===== src/rtl/store_align_buffer.sv =====
// rtl/store_align_buffer.sv - store lane aligner with a small in-order write buffer
module store_align_buffer #(
  parameter int DEPTH = 2
) (
  input  logic        clk,
  input  logic        rst_n,
  input  logic        in_valid,
  output logic        in_ready,
  input  logic [31:0] in_addr,
  input  logic [31:0] in_data,
  input  logic [1:0]  in_op,
  output logic        mem_valid,
  input  logic        mem_ready,
  output logic [31:0] mem_addr,
  output logic [31:0] mem_wdata,
  output logic [3:0]  mem_be,
  output logic        err_valid,
  output logic [31:0] err_addr,
  output logic        empty
);

  localparam int PW = (DEPTH > 1) ? $clog2(DEPTH) : 1;
  localparam logic [PW:0] FULL_COUNT = (PW+1)'(DEPTH);

  logic [PW:0]   count;
  logic [PW-1:0] head;
  logic [PW-1:0] tail;

  logic [29:0] q_addr  [DEPTH];
  logic [3:0]  q_be    [DEPTH];
  logic [31:0] q_wdata [DEPTH];

  logic        accept;
  logic        legal;
  logic        push;
  logic        pop;
  logic [3:0]  lane_be;
  logic [31:0] lane_wdata;

  assign in_ready  = (count < FULL_COUNT);
  assign accept    = in_valid && in_ready;
  assign push      = accept && legal;
  assign mem_valid = (count != '0);
  assign pop       = mem_valid && mem_ready;
  assign empty     = (count == '0);

  assign mem_addr  = {q_addr[head], 2'b00};
  assign mem_wdata = q_wdata[head];
  assign mem_be    = q_be[head];

  // Decode op and low address bits into legality, byte enables and replicated data
  always_comb begin
    legal      = 1'b0;
    lane_be    = 4'b0000;
    lane_wdata = in_data;
    case (in_op)
      2'b00: begin
        legal      = (in_addr[1:0] == 2'b00);
        lane_be    = 4'b1111;
        lane_wdata = in_data;
      end
      2'b01: begin
        legal      = 1'b1;
        lane_be    = 4'b0001 << in_addr[1:0];
        lane_wdata = {4{in_data[7:0]}};
      end
      2'b10: begin
        legal      = !in_addr[0];
        lane_be    = in_addr[1] ? 4'b1100 : 4'b0011;
        lane_wdata = {2{in_data[15:0]}};
      end
      default: begin
        legal      = 1'b0;
        lane_be    = 4'b0000;
        lane_wdata = in_data;
      end
    endcase
  end

  // Occupancy and ring pointers; push and pop in the same cycle cancel out
  always_ff @(posedge clk or negedge rst_n) begin
    if (!rst_n) begin
      count <= '0;
      head  <= '0;
      tail  <= '0;
    end else begin
      if (push) tail <= tail + 1'b1;
      if (pop)  head <= head + 1'b1;
      case ({push, pop})
        2'b10:   count <= count + 1'b1;
        2'b01:   count <= count - 1'b1;
        default: count <= count;
      endcase
    end
  end

  // Entry storage, cleared on reset so the memory outputs read zero when idle after reset
  always_ff @(posedge clk or negedge rst_n) begin
    if (!rst_n) begin
      for (int i = 0; i < DEPTH; i++) begin
        q_addr[i]  <= '0;
        q_be[i]    <= '0;
        q_wdata[i] <= '0;
      end
    end else if (push) begin
      q_addr[tail]  <= in_addr[31:2];
      q_be[tail]    <= lane_be;
      q_wdata[tail] <= lane_wdata;
    end
  end

  // One-cycle rejection pulse; the address sticks until the next rejection
  always_ff @(posedge clk or negedge rst_n) begin
    if (!rst_n) begin
      err_valid <= 1'b0;
      err_addr  <= '0;
    end else begin
      err_valid <= accept && !legal;
      if (accept && !legal) err_addr <= in_addr;
    end
  end

endmodule


===== config.mk =====
export PLATFORM = sky130hd
export DESIGN_NAME = store_align_buffer
export DESIGN_NICKNAME = d
export VERILOG_FILES = /design/src/rtl/store_align_buffer.sv
export SDC_FILE = /design/constraint.sdc
export NUM_CORES = 1
export LEC_CHECK = 0
export ABC_CLOCK_PERIOD_IN_PS = 3950
export CAP_MARGIN = 10
export CORE_MARGIN = 4
export CORE_UTILIZATION = 52
export CTS_CLUSTER_DIAMETER = 40
export DETAILED_ROUTE_END_ITERATION = 8
export GPL_ROUTABILITY_DRIVEN = 0
export PLACE_DENSITY = 0.83
export SETUP_SLACK_MARGIN = 0.3
export SYNTH_ARGS = -nofsm -noshare
export SYNTH_HDL_FRONTEND = slang
export SYNTH_SLANG_ARGS = --single-unit

===== constraint.sdc =====
create_clock -name clk -period 3.95 [get_ports clk]
set_clock_uncertainty 0.05 [all_clocks]
set_input_delay 0.395 -clock clk [delete_from_list [all_inputs] [get_ports clk]]
set_output_delay 0.395 -clock clk [all_outputs]
set_load 0.02 [all_outputs]

After elaboration in Yosys (flattened, before gate mapping):

Cells that the tools add are included.

* register bits: 169
* input port bits: 70
* output and inout bits: 104

* $lt $le $gt $ge: 4
* reductions and logical operators: 12
* equality and inequality tests: 4
* bitwise gates (word level): 2
* shifts and indexed selects: 1
* mux-type cells: 23
* add/subtract/negate cells: 4

Operators by type and width (count)
* $mux 32: 4
* $mux 30: 4
* $bwmux 64: 1
* $pmux 32 s2: 1
* $bwmux 60: 1
* $demux 32 s1: 1
* $demux 30 s1: 1
* $mux 4: 5
* $pmux 4 s3: 1
* $bwmux 8: 1
* $logic_not 2->1: 3
* $logic_and 1x1->1: 5
* $demux 4 s1: 1
* $eq 2x1->1 const B: 2
* $eq 2x2->1 const B: 2
* $ge 2x2->1 const B: 2
* $not 1->2: 2
* $pmux 2 s2: 1
* $reduce_bool 2->1: 2
* $shl 1x2->4 const A: 1
* $pmux 1 s3: 1
* $add 1x1->1 const B: 2
* $add 2x1->2 const B: 1
* $logic_not 1->1: 2
* other kinds (3): 3

Depth between registers and ports, before layout:

* word-level depth: 6
* gate-level depth with buffers: 10
* gate-level depth less buffers: 9

Worst setup path before layout:

No wires, ideal clock.

* path type: input to register
* from: in in_op[1]
* to: reg err_addr[10]
* setup time: 125 ps
* slack: 1702 ps
* arrival time: 2073 ps
* stages: 8
* buffers on the path: 2
* path through: inv_1 -> ha_1 -> or2_4 -> buf_6 -> o211a_1 -> nor3b_4 -> buf_6 -> mux2_2

* word-level cells in the longest chain between the ends: 4

Ends and longest elaborated chain
* start: declaration: line 11 `input logic [1:0] in_op,`
* $eq 2x2->1 (tied with other cells): line 56 `case (in_op)`
* $pmux 1 s3 *: line 56
* $logic_not 1->1 *: line 119 `if (accept && !legal) err_addr <= in_addr;`
* $logic_and 1x1->1 *: line 119
* end signal: assignment: line 119
* end: declaration: line 18 `output logic [31:0] err_addr,`

Mark *: on every way between the ends. The rest lies on a longest branch, timed or not.
A chain may end at the register's enable or synchronous reset.

Worst setup path after layout:

* from: reg head
* to: out mem_wdata[20]

* word-level cells in the longest chain between the ends: 4

Ends and longest elaborated chain
* start: declaration: line 26 `logic [PW-1:0] head;`
* start signal: assignment: line 88 `if (pop) head <= head + 1'b1;`
* $not 1->2 (not written as such): line 48 `assign mem_wdata = q_wdata[head];`
* $mux 32 (not written as such) (3 in a row): line 48
* end: declaration: line 15 `output logic [31:0] mem_wdata,`

No other way between the ends. The select of a mux whose other input is x is not followed.

==> flow_summary.yaml <==
critical_path:
  critPathTopFamily: "buffers and inverters"
  crit_arrival_ns: 2.48
  critical_path.cell_chain: "buf_12 -> mux2_2 -> clkdlybuf4s50_1"
  r2r-start: "count[1]$_DFFE_PN0P_"
  worstPathRequired_ns: 3.50
  startpoint_type: "flip-flop"
  slowest_stage: "dfrtp_2"
  cp-startpoint: "head$_DFFE_PN0P_"
  end_kind: "output port"
  crit_fanout: 45
  crit_type: "flip-flop to output port"
  critPathBufInv: 2
  slowest_delay_ns: 0.74
global_routing:
  use_met3: 0.0746
  grt-busiest-layer: "met2"
  grtUsageMet1: 0.294
  grt_first_pass_wirelength_microns: 30800
  track_usage: 0.243
  antenna_found_initial: 0
  first_global_vias: 6035
  grt_max_degree: 90
  grt_use_met2: 0.404
  grt.overflow.total: 0
logic_synthesis:
  synth.most_common_cell: "nand2_1"
  synthArstFlopShare: 1.00
  synth.avg_cell_area_sq_um: 11.4
  synth_top_cell_area_share: 0.564
  syn_inst: 660
  ys_seq_area_frac: 0.564
  synthTopCellsByArea: "dfrtp_1, mux2_2, nand2_1"
  synth_cell_types: 32
  yosysWarningCount: 0
  synth_ff_type: "dfrtp_1"
  synth_common_cells: "nand2_1, dfrtp_1, mux2_2"
  synth-edff-count: 0
  yosysTopAreaCell: "dfrtp_1"
  netlist_area_sq_um: 7500
  ys_seq_elements: 169
sta:
  grt_setup_unrepaired: "false"
  relSlewSlack: 0.393
  max_freq_mhz: 342
  timing.final.crit_share: 0.741
  hold_viol_final: 0
  worstMarginPinSlew_ns: 0.910
  slew_viol_final: 0
  setup_viol: 0
  setup_ws_ns: 1.02
  finalSetupTns_ns: 0
  fin_crit_ns: 2.93
cells_and_area:
  antennaDiodeCount: 0
  instances_no_fill: 1010
  syn_to_final_growth_pct: 32.5
  utilization: 0.710
  nNetsFinal: 892
  fill_cells: 1003
  layout-drive-gt1-share: 0.218
floorplan:
  die_area_sq_um: 16400
  start_util: 0.536
  fp-row-count: 43
  ios: 174
  die_h_microns: 128
  core_area_sq_um: 14000
  die_w_microns: 128
clock_tree:
  cts.sinks: 169
  cts_resized: 0
  cts_setup_buffers: 0
  h-tree-depth: 4
  cts_hold_buf: 1
  clkTransAtPathRegs_ns: 0.06
  cts_buffers: 17
  clk_latency_ns: 0.42
  cts-root-buf: "clkbuf_16"
  cts_tree: "built"
  cts_buffer_depth: 2
place:
  dpl_worst_slack_ns: 0.775
  dpl.hpwl_microns: 13200
  port_buffers: 171
  post-place-cells: 977
min_path:
  worstHoldStart: "q_be[2]$_DFFE_PN0P_"
  hp-class: "flip-flop to flip-flop"
route:
  drc: 0
  vias_per_cell: 5.49
  totalWireLength_microns: 19200
  drtPass1Iterations: 5
  antenna_left: 0
  drt_iter0_markers: 519
  wl_per_cell_microns: 19.0
  vias: 5540
status:
  outcome: "finished clean"
power:
  leakagePower_nw: 4.50
  power_density_nw_per_um2: 859
  p_total_w: 0.00853
  ir_drop_v: 0.000499
run:
  maxCapViolCount: 0
[through the flow]
step	instance area, sq um	hold slack, ns
final	9930	0.426
after floorplan	7500	0.0494
after global placement	9350	0.403
after CTS	9930	0.429
after detailed placement	9350	0.413
after global routing	9930	0.448
[power by group]
part	leakage [nW]	switching (W)	total (W)	internal [W]
clock network	0.279	0.000663	0.00158	0.000915
logic	2.10	0.00192	0.00397	0.00204
registers	2.12	0.000465	0.00299	0.00253
[worst reg2reg max path, cell delays in order (launching register included)]
cell	delay, ns
dfrtp_1	0.45
nor3b_1	0.44
o2111a_1	0.26
buf_4	0.42
mux2_2	0.40
[metal layers]
layer	routed length, microns	vias up
li1	-	2558
met1	7490	2719
met2	9600	207
met3	1420	56
met4	680	0
met5	0	-
[cells by family (layout without fill, tap and decap cells)]
kind of cell | after synthesis | in the layout | synth area share
DFF | 169 | 169 | 0.564
adders and majority gates | 5 | 5 | 0.00835
AOI/OAI and AO/OA | 93 | 93 | 0.0723
and+or+nand+nor | 198 | 198 | 0.108
muxes | 140 | 140 | 0.210
xor gates and xnor gates | 5 | 5 | 0.00584
buffers and inverters | 49 | 218 | 0.0304
other | 1 | 2 | 0.000500
[worst paths after layout]
kind	endpoint	slack, ns	depth (start not counted)
min	q_be[2]$_DFFE_PN0P_	0.43	2
max	mem_wdata[20]	1.02	3
max reg2reg	q_be[5]$_DFFE_PN0P_	1.82	4
max in group asynchronous	q_addr[16]$_DFFE_PN0P_	2.41	3
min in group asynchronous	q_wdata[46]$_DFFE_PN0P_	0.54	2
min reg2reg	q_be[2]$_DFFE_PN0P_	0.43	2
[state kept, by name, summed over array words and instances, names as in the netlist]
register   flops
q_wdata       64
q_addr        60
err_addr      32
err_valid      1
q_be           8
count          2
tail           1
head           1
[placed cells by master, fill, tap and decap left out, types with 2 or more instances in the layout]
cell / Yosys / layout
nand2b_1: 3 / 3
clkdlybuf4s50_1: 0 / 170
a211o_1: 2 / 2
buf_12: 0 / 2
dfrtp_1: 169 / 168
and2_1: 2 / 2
a22oi_1: 16 / 16
nand2_1: 175 / 175
clkbuf_8: 0 / 3
mux2_1: 5 / 5
ha_1: 5 / 5
a21oi_1: 2 / 2
conb_1: 1 / 2
inv_1: 6 / 6
clkinv_2: 0 / 5
a31oi_1: 8 / 8
nor2b_1: 9 / 9
clkinvlp_4: 0 / 2
clkbuf_16: 0 / 17
nor2_1: 3 / 3
mux2_2: 135 / 135
o21ai_0: 61 / 61
xnor2_1: 4 / 4
clkinv_4: 0 / 2
o2111ai_4: 0 / 2
buf_4: 2 / 6
[layout make-up]
cell class	count	area (sq um)	area share
flip-flops and latches	169	4230	0.426
multi-input cells	443	3080	0.310
repair buffers	180	1810	0.182
clock buffers	21	470	0.0474
well taps	180	225	0.0227
clock inverters	11	96.3	0.00970
inverters	6	22.5	0.00227
(Power assumes the default switching activity.)
